--- src/rtl/vga_stream_timing.sv ---
// Video raster timing generator with a valid/ready pixel sink that locks an SOF-marked stream to the raster.
// Optional VGA_TESTPATTERN_EN: colour bars on active pixels whenever the stream is not locked.
module vga_stream_timing #(
  parameter int HDISP  = 800,
  parameter int VDISP  = 480,
  parameter int HFP    = 40,
  parameter int HPULSE = 48,
  parameter int HBP    = 40,
  parameter int VFP    = 13,
  parameter int VPULSE = 3,
  parameter int VBP    = 29,
  parameter int PIX_W  = 24,
  parameter bit HS_POL = 1'b0,
  parameter bit VS_POL = 1'b0,
  parameter int CNT_W  = 16
) (
  input  logic             pixel_clk,
  input  logic             pixel_rst_n,
  input  logic [PIX_W-1:0] s_data,
  input  logic             s_sof,
  input  logic             s_valid,
  output logic             s_ready,
  output logic             HS,
  output logic             VS,
  output logic             BLANK,
  output logic [PIX_W-1:0] RGB,
  output logic             locked,
  output logic [CNT_W-1:0] underflow_cnt
);

  // state      | meaning
  // SEARCH     | draining the stream until an SOF pixel is offered
  // WAIT_FRAME | SOF held upstream, waiting for the raster's first active pixel
  // LOCKED     | stream aligned, one pixel consumed per active cycle
  typedef enum logic [1:0] {SEARCH, WAIT_FRAME, LOCKED} state_t;

  localparam int H  = HDISP + HFP + HPULSE + HBP;
  localparam int V  = VDISP + VFP + VPULSE + VBP;
  localparam int HW = $clog2(H);
  localparam int VW = $clog2(V);

  localparam logic [HW-1:0] H_LAST = HW'(H - 1);
  localparam logic [HW-1:0] H_ACT  = HW'(H - HDISP);
  localparam logic [HW-1:0] H_S0   = HW'(HFP);
  localparam logic [HW-1:0] H_S1   = HW'(HFP + HPULSE);
  localparam logic [VW-1:0] V_LAST = VW'(V - 1);
  localparam logic [VW-1:0] V_ACT  = VW'(V - VDISP);
  localparam logic [VW-1:0] V_S0   = VW'(VFP);
  localparam logic [VW-1:0] V_S1   = VW'(VFP + VPULSE);

  state_t           state, state_nxt;
  logic [HW-1:0]    h_cnt;
  logic [VW-1:0]    v_cnt;
  logic             active, fap, hs_win, vs_win;
  logic             ready_c, show, resync;
  logic [PIX_W-1:0] rgb_nxt;
  logic [PIX_W-1:0] idle_pix;

  always_ff @(posedge pixel_clk or negedge pixel_rst_n) begin
    if (!pixel_rst_n) begin
      h_cnt <= '0;
      v_cnt <= '0;
    end else if (h_cnt == H_LAST) begin
      h_cnt <= '0;
      v_cnt <= (v_cnt == V_LAST) ? '0 : v_cnt + 1'b1;
    end else begin
      h_cnt <= h_cnt + 1'b1;
    end
  end

  assign active = (h_cnt >= H_ACT) && (v_cnt >= V_ACT);
  assign fap    = (h_cnt == H_ACT) && (v_cnt == V_ACT);
  assign hs_win = (h_cnt >= H_S0) && (h_cnt < H_S1);
  assign vs_win = (v_cnt >= V_S0) && (v_cnt < V_S1);

`ifdef VGA_TESTPATTERN_EN
  localparam int CW = PIX_W / 3;
  logic [2:0] bar;

  always_comb begin
    // only meaningful on active pixels, where h_cnt >= H_ACT
    bar = 3'(((int'(h_cnt) - (H - HDISP)) * 8) / HDISP);
    idle_pix = '0;
    idle_pix[PIX_W-1 -: CW]        = {CW{bar[2]}};
    idle_pix[PIX_W-1-CW -: CW]     = {CW{bar[1]}};
    idle_pix[PIX_W-1-2*CW -: CW]   = {CW{bar[0]}};
  end
`else
  assign idle_pix = '0;
`endif

  always_comb begin
    state_nxt = state;
    ready_c   = 1'b0;
    show      = 1'b0;
    resync    = 1'b0;
    case (state)
      SEARCH: begin
        ready_c = ~(s_valid & s_sof);
        if (s_valid && s_sof) state_nxt = WAIT_FRAME;
      end
      WAIT_FRAME: begin
        if (fap && s_valid) begin
          if (s_sof) begin
            ready_c   = 1'b1;
            show      = 1'b1;
            state_nxt = LOCKED;
          end else begin
            state_nxt = SEARCH;
          end
        end
      end
      LOCKED: begin
        if (active) begin
          // SOF is only legal exactly on the first active pixel
          if (!s_valid) begin
            ready_c   = 1'b1;
            resync    = 1'b1;
            state_nxt = SEARCH;
          end else if (s_sof != fap) begin
            resync    = 1'b1;
            state_nxt = SEARCH;
          end else begin
            ready_c = 1'b1;
            show    = 1'b1;
          end
        end
      end
      default: state_nxt = SEARCH;
    endcase
  end

  always_comb begin
    rgb_nxt = '0;
    if (show) rgb_nxt = s_data;
    else if (active && (state != LOCKED)) rgb_nxt = idle_pix;
  end

  always_ff @(posedge pixel_clk or negedge pixel_rst_n) begin
    if (!pixel_rst_n) begin
      state         <= SEARCH;
      HS            <= ~HS_POL;
      VS            <= ~VS_POL;
      BLANK         <= 1'b0;
      RGB           <= '0;
      underflow_cnt <= '0;
    end else begin
      state <= state_nxt;
      HS    <= hs_win ? HS_POL : ~HS_POL;
      VS    <= vs_win ? VS_POL : ~VS_POL;
      BLANK <= active;
      RGB   <= rgb_nxt;
      if (resync && (underflow_cnt != '1)) underflow_cnt <= underflow_cnt + 1'b1;
    end
  end

  assign locked  = (state == LOCKED);
  assign s_ready = ready_c & pixel_rst_n;

endmodule

--- config.mk ---
export PLATFORM = sky130hd
export DESIGN_NAME = vga_stream_timing
export DESIGN_NICKNAME = d
export VERILOG_FILES = /design/src/rtl/vga_stream_timing.sv
export SDC_FILE = /design/constraint.sdc
export NUM_CORES = 1
export LEC_CHECK = 0
export CAP_MARGIN = 20
export CORE_AREA = 8 8 84 93
export DETAILED_ROUTE_END_ITERATION = 16
export DIE_AREA = 0 0 92 101
export HOLD_SLACK_MARGIN = 0.03
export PLACE_DENSITY = 0.91
export SLEW_MARGIN = 10
export SYNTH_ARGS = -nofsm -noshare
export SYNTH_HDL_FRONTEND = slang
export SYNTH_SLANG_ARGS = --single-unit
--- constraint.sdc ---
create_clock -name pixel_clk -period 3.45 [get_ports pixel_clk]
set_input_delay 0.5175 -clock pixel_clk [delete_from_list [all_inputs] [get_ports pixel_clk]]
set_output_delay 0.5175 -clock pixel_clk [all_outputs]
set_load 0.01 [all_outputs]
==> results.txt <==
maxcap violations -> 0
routed len/inst -> 15.3 µm
CTS Buf Count -> 9
DR vias -> 2414
post-route setup TNS -> 0 ns
cell mode on critical path -> a21oi_1
power per cell area -> 373 nW/µm²
Logic pwr share -> 11.5%
FILL cells -> 497
Clock power frac -> 36.5%
worst path required time -> 2.93 ns
Final Max Slew Viols -> 0
CTS root buffer -> clkbuf_8
initial DRC count -> 162
Crit Path Category -> reg -> out
Port Buffers -> 72
CTS tree -> yes
row count -> 31
DP Cell Count -> 438
vias per inst -> 5.32
Finished Layout Cells -> 454
DRC -> 0
WHS -> 0.395 ns
area taken by multi-input logic gates -> 1360 µm²
final setup fails -> 0
Mapped Area -> 3090 µm²
Post-synth EDFFs -> 0
crit-path cells -> or4_4, a21oi_1, a211oi_4, o311ai_0, a21oi_1, clkdlybuf4s50_1
fraction of layout cells with a size suffix above 1 -> 7.26%
Initial Util -> 48.6%
core area -> 6360 µm²
Reg2Reg Setup Slack -> 0.91 ns
Yosys cell types -> 44
Slew headroom -> 47.6%
Worst Path Arrival -> 2.75 ns
global-route wire length before repair -> 11600 µm
status -> finished, final reports clean
clock tree buffer depth -> 2
post-synthesis sequential area ratio -> 52.7%
RSZ-0062 raised after global routing -> false
crit path time final -> 3.27 ns
post-synthesis cell count -> 294
P_sw -> 0.000391 W
buffer and inverter count on the worst path -> 1
Area Growth Syn to Fin -> 30.9%
peak supply drop -> 240 µV
number of primary I/O pins -> 73
Worst R2R Start -> v_cnt[8]
fin nets -> 406
Tightest Hold Check Type -> in -> async
crit-path max cell delay -> 0.59 ns
Clk Latency, worst-skew pair -> 0.34 ns
P_int -> 0.00112 W
H-tree depth -> 3
Lkg Pwr -> 1.73 nW
Slew @ Worst Pin -> 0.786 ns
Syn Nets -> 333
r2r endpoint -> underflow_cnt[1]
Fmax achieved -> 306 MHz
initial antenna violation count -> 0
drt total wl -> 6960 µm
sequential share of power -> 52.0%
Die Width -> 92 µm
post-DP HPWL -> 5120 µm
most common flop cell mapped by yosys -> dfrtp_1
Final period util -> 94.8%
syn avg cell area -> 10.5 µm²
Register-to-Register Path Depth -> 6
slowest CP cell -> or4_4
Critical Path Fanout Max -> 6
number of synthesized register bits -> 65
commonest non-fill, non-tap cell in the layout -> clkdlybuf4s50_1
aggregate global routing overflow -> 0
GP Congestion -> 0.858
n_diodes -> 0
die area -> 9290 µm²
Worst Setup End Kind -> output pin
Sw Ratio -> 25.9%
ANT nets after route -> 0
most frequent cells in the layout -> clkdlybuf4s50_1, dfrtp_1, and2_1
clock transition at the registers of the reported paths -> 0.07 ns
gr usage total -> 15.6%
die span in y -> 101 µm
largest net degree at the start of global routing -> 66
register area -> 1630 µm²
crit start category -> flip-flop
vias in the first global route -> 2498
Setup Skew -> 0.0158 ns
Top Family by Delay on Critical Path -> compound AO/OA/AOI/OAI gates
# clock sinks -> 65
FFs w/ async S/R, synth -> 100%
DR pass1 iterations -> 4
Ys Warns -> 0
Hold Violations, Final -> 0
power by group through the flow:
stage          Clock (W)  Combinational (W)  Sequential (W)
2_1_floorplan          0          0.0000919        0.000801
3_3_place_gp           0           0.000169        0.000799
3_5_place_dp           0           0.000173        0.000801
4_1_cts         0.000567           0.000174        0.000786
5_1_grt         0.000608           0.000194        0.000787
6_report        0.000551           0.000173        0.000786
logic make-up (layout without fill, tap and decap cells):
group / Yosys count / in the layout / synth area share, %
and+or+nand+nor: 132 / 132 / 24.4
DFF: 65 / 65 / 52.7
AOI/OAI and AO/OA: 29 / 29 / 6.16
xor gates and xnor gates: 29 / 29 / 8.22
buffers and inverters: 27 / 105 / 3.56
adders and majority gates: 11 / 11 / 4.46
muxes: 1 / 1 / 0.486
worst max path at each step:
stage,end,cells after the start,startpoint
floorplan,s_ready,5,v_cnt[8]
global placement,s_ready,9,v_cnt[1]
detailed placement,s_ready,9,v_cnt[0]
CTS,s_ready,9,v_cnt[0]
global route,s_ready,9,v_cnt[0]
finish,s_ready,6,v_cnt[8]
layer usage:
layer / share of wire [%] / GRT usage [%]
met5: 0 / 0
met2: 50 / 25.5
met3: 7.7 / 5.66
met1: 40 / 17.1
met4: 2.3 / 9.06
stage by stage:
stage | total power (W) | setup WS, ns | instance area, µm² | utilization (%)
6_report | 0.00151 | 0.180 | 4050 | 63.6
5_1_grt | 0.00159 | 0.0349 | 4050 | 63.6
4_1_cts | 0.00153 | 0.181 | 4040 | 63.5
3_5_place_dp | 0.000974 | 0.567 | 3870 | 60.9
3_3_place_gp | 0.000969 | 0.643 | 3870 | 60.9
2_1_floorplan | 0.000893 | 1.24 | 3090 | -
flip-flops by register name (all words and copies together) (netlist names):
signal	flops
underflow_cnt	16
RGB	24
VS	1
state	2
BLANK	1
h_cnt	10
HS	1
v_cnt	10
area by class of cell:
class                   count  share of cell area, %
repair buffers             75                   18.2
clock buffers              12                   3.34
multi-input cells         202                   33.6
flip-flops and latches     65                   40.3
clock inverters             4                  0.742
inverters                  14                   1.30
well taps                  82                   2.54
cell usage after synthesis (2+ instances only):
master    count  area (µm²)
dfrtp_1      63        1580
xor2_1       22         193
clkbuf_1      7        26.3
a21oi_1       7        35.0
a41o_1        2        20.0
nor3b_1       4        30.0
xnor2_1       7        61.3
dfstp_2       2        52.6
nand4_1      13        81.3
inv_1        14        52.6
and2_1       25         156
and4b_1       2        20.0
nand2_1      15        56.3
buf_1         4        15.0
nand3_1      16        80.1
ha_1         11         138
o22ai_1       3        18.8
nor4_1        3        18.8
nor3_1       15        75.1
o21ai_0       9        45.0
and3_1        5        31.3
and4_1        3        26.3
nor2b_1       2        12.5
nor2_1       20        75.1
worst register-to-register path: cells and delay by family, from the launching register on:
kind	cells	cell delay, ns
simple gates	4	1.61
compound gates	1	0.10
flops	1	0.42
mux	1	0.32
what timing repair did:
action                                  in CTS  in global routing
endpoints found under the hold margin        0                  0
buffers inserted                             0                  0
hold buffers                                 0                  0
gates resized for setup                      0                  1
endpoints found under the setup margin       0                  1
No activity file was read; power rests on OpenSTA's default activity.
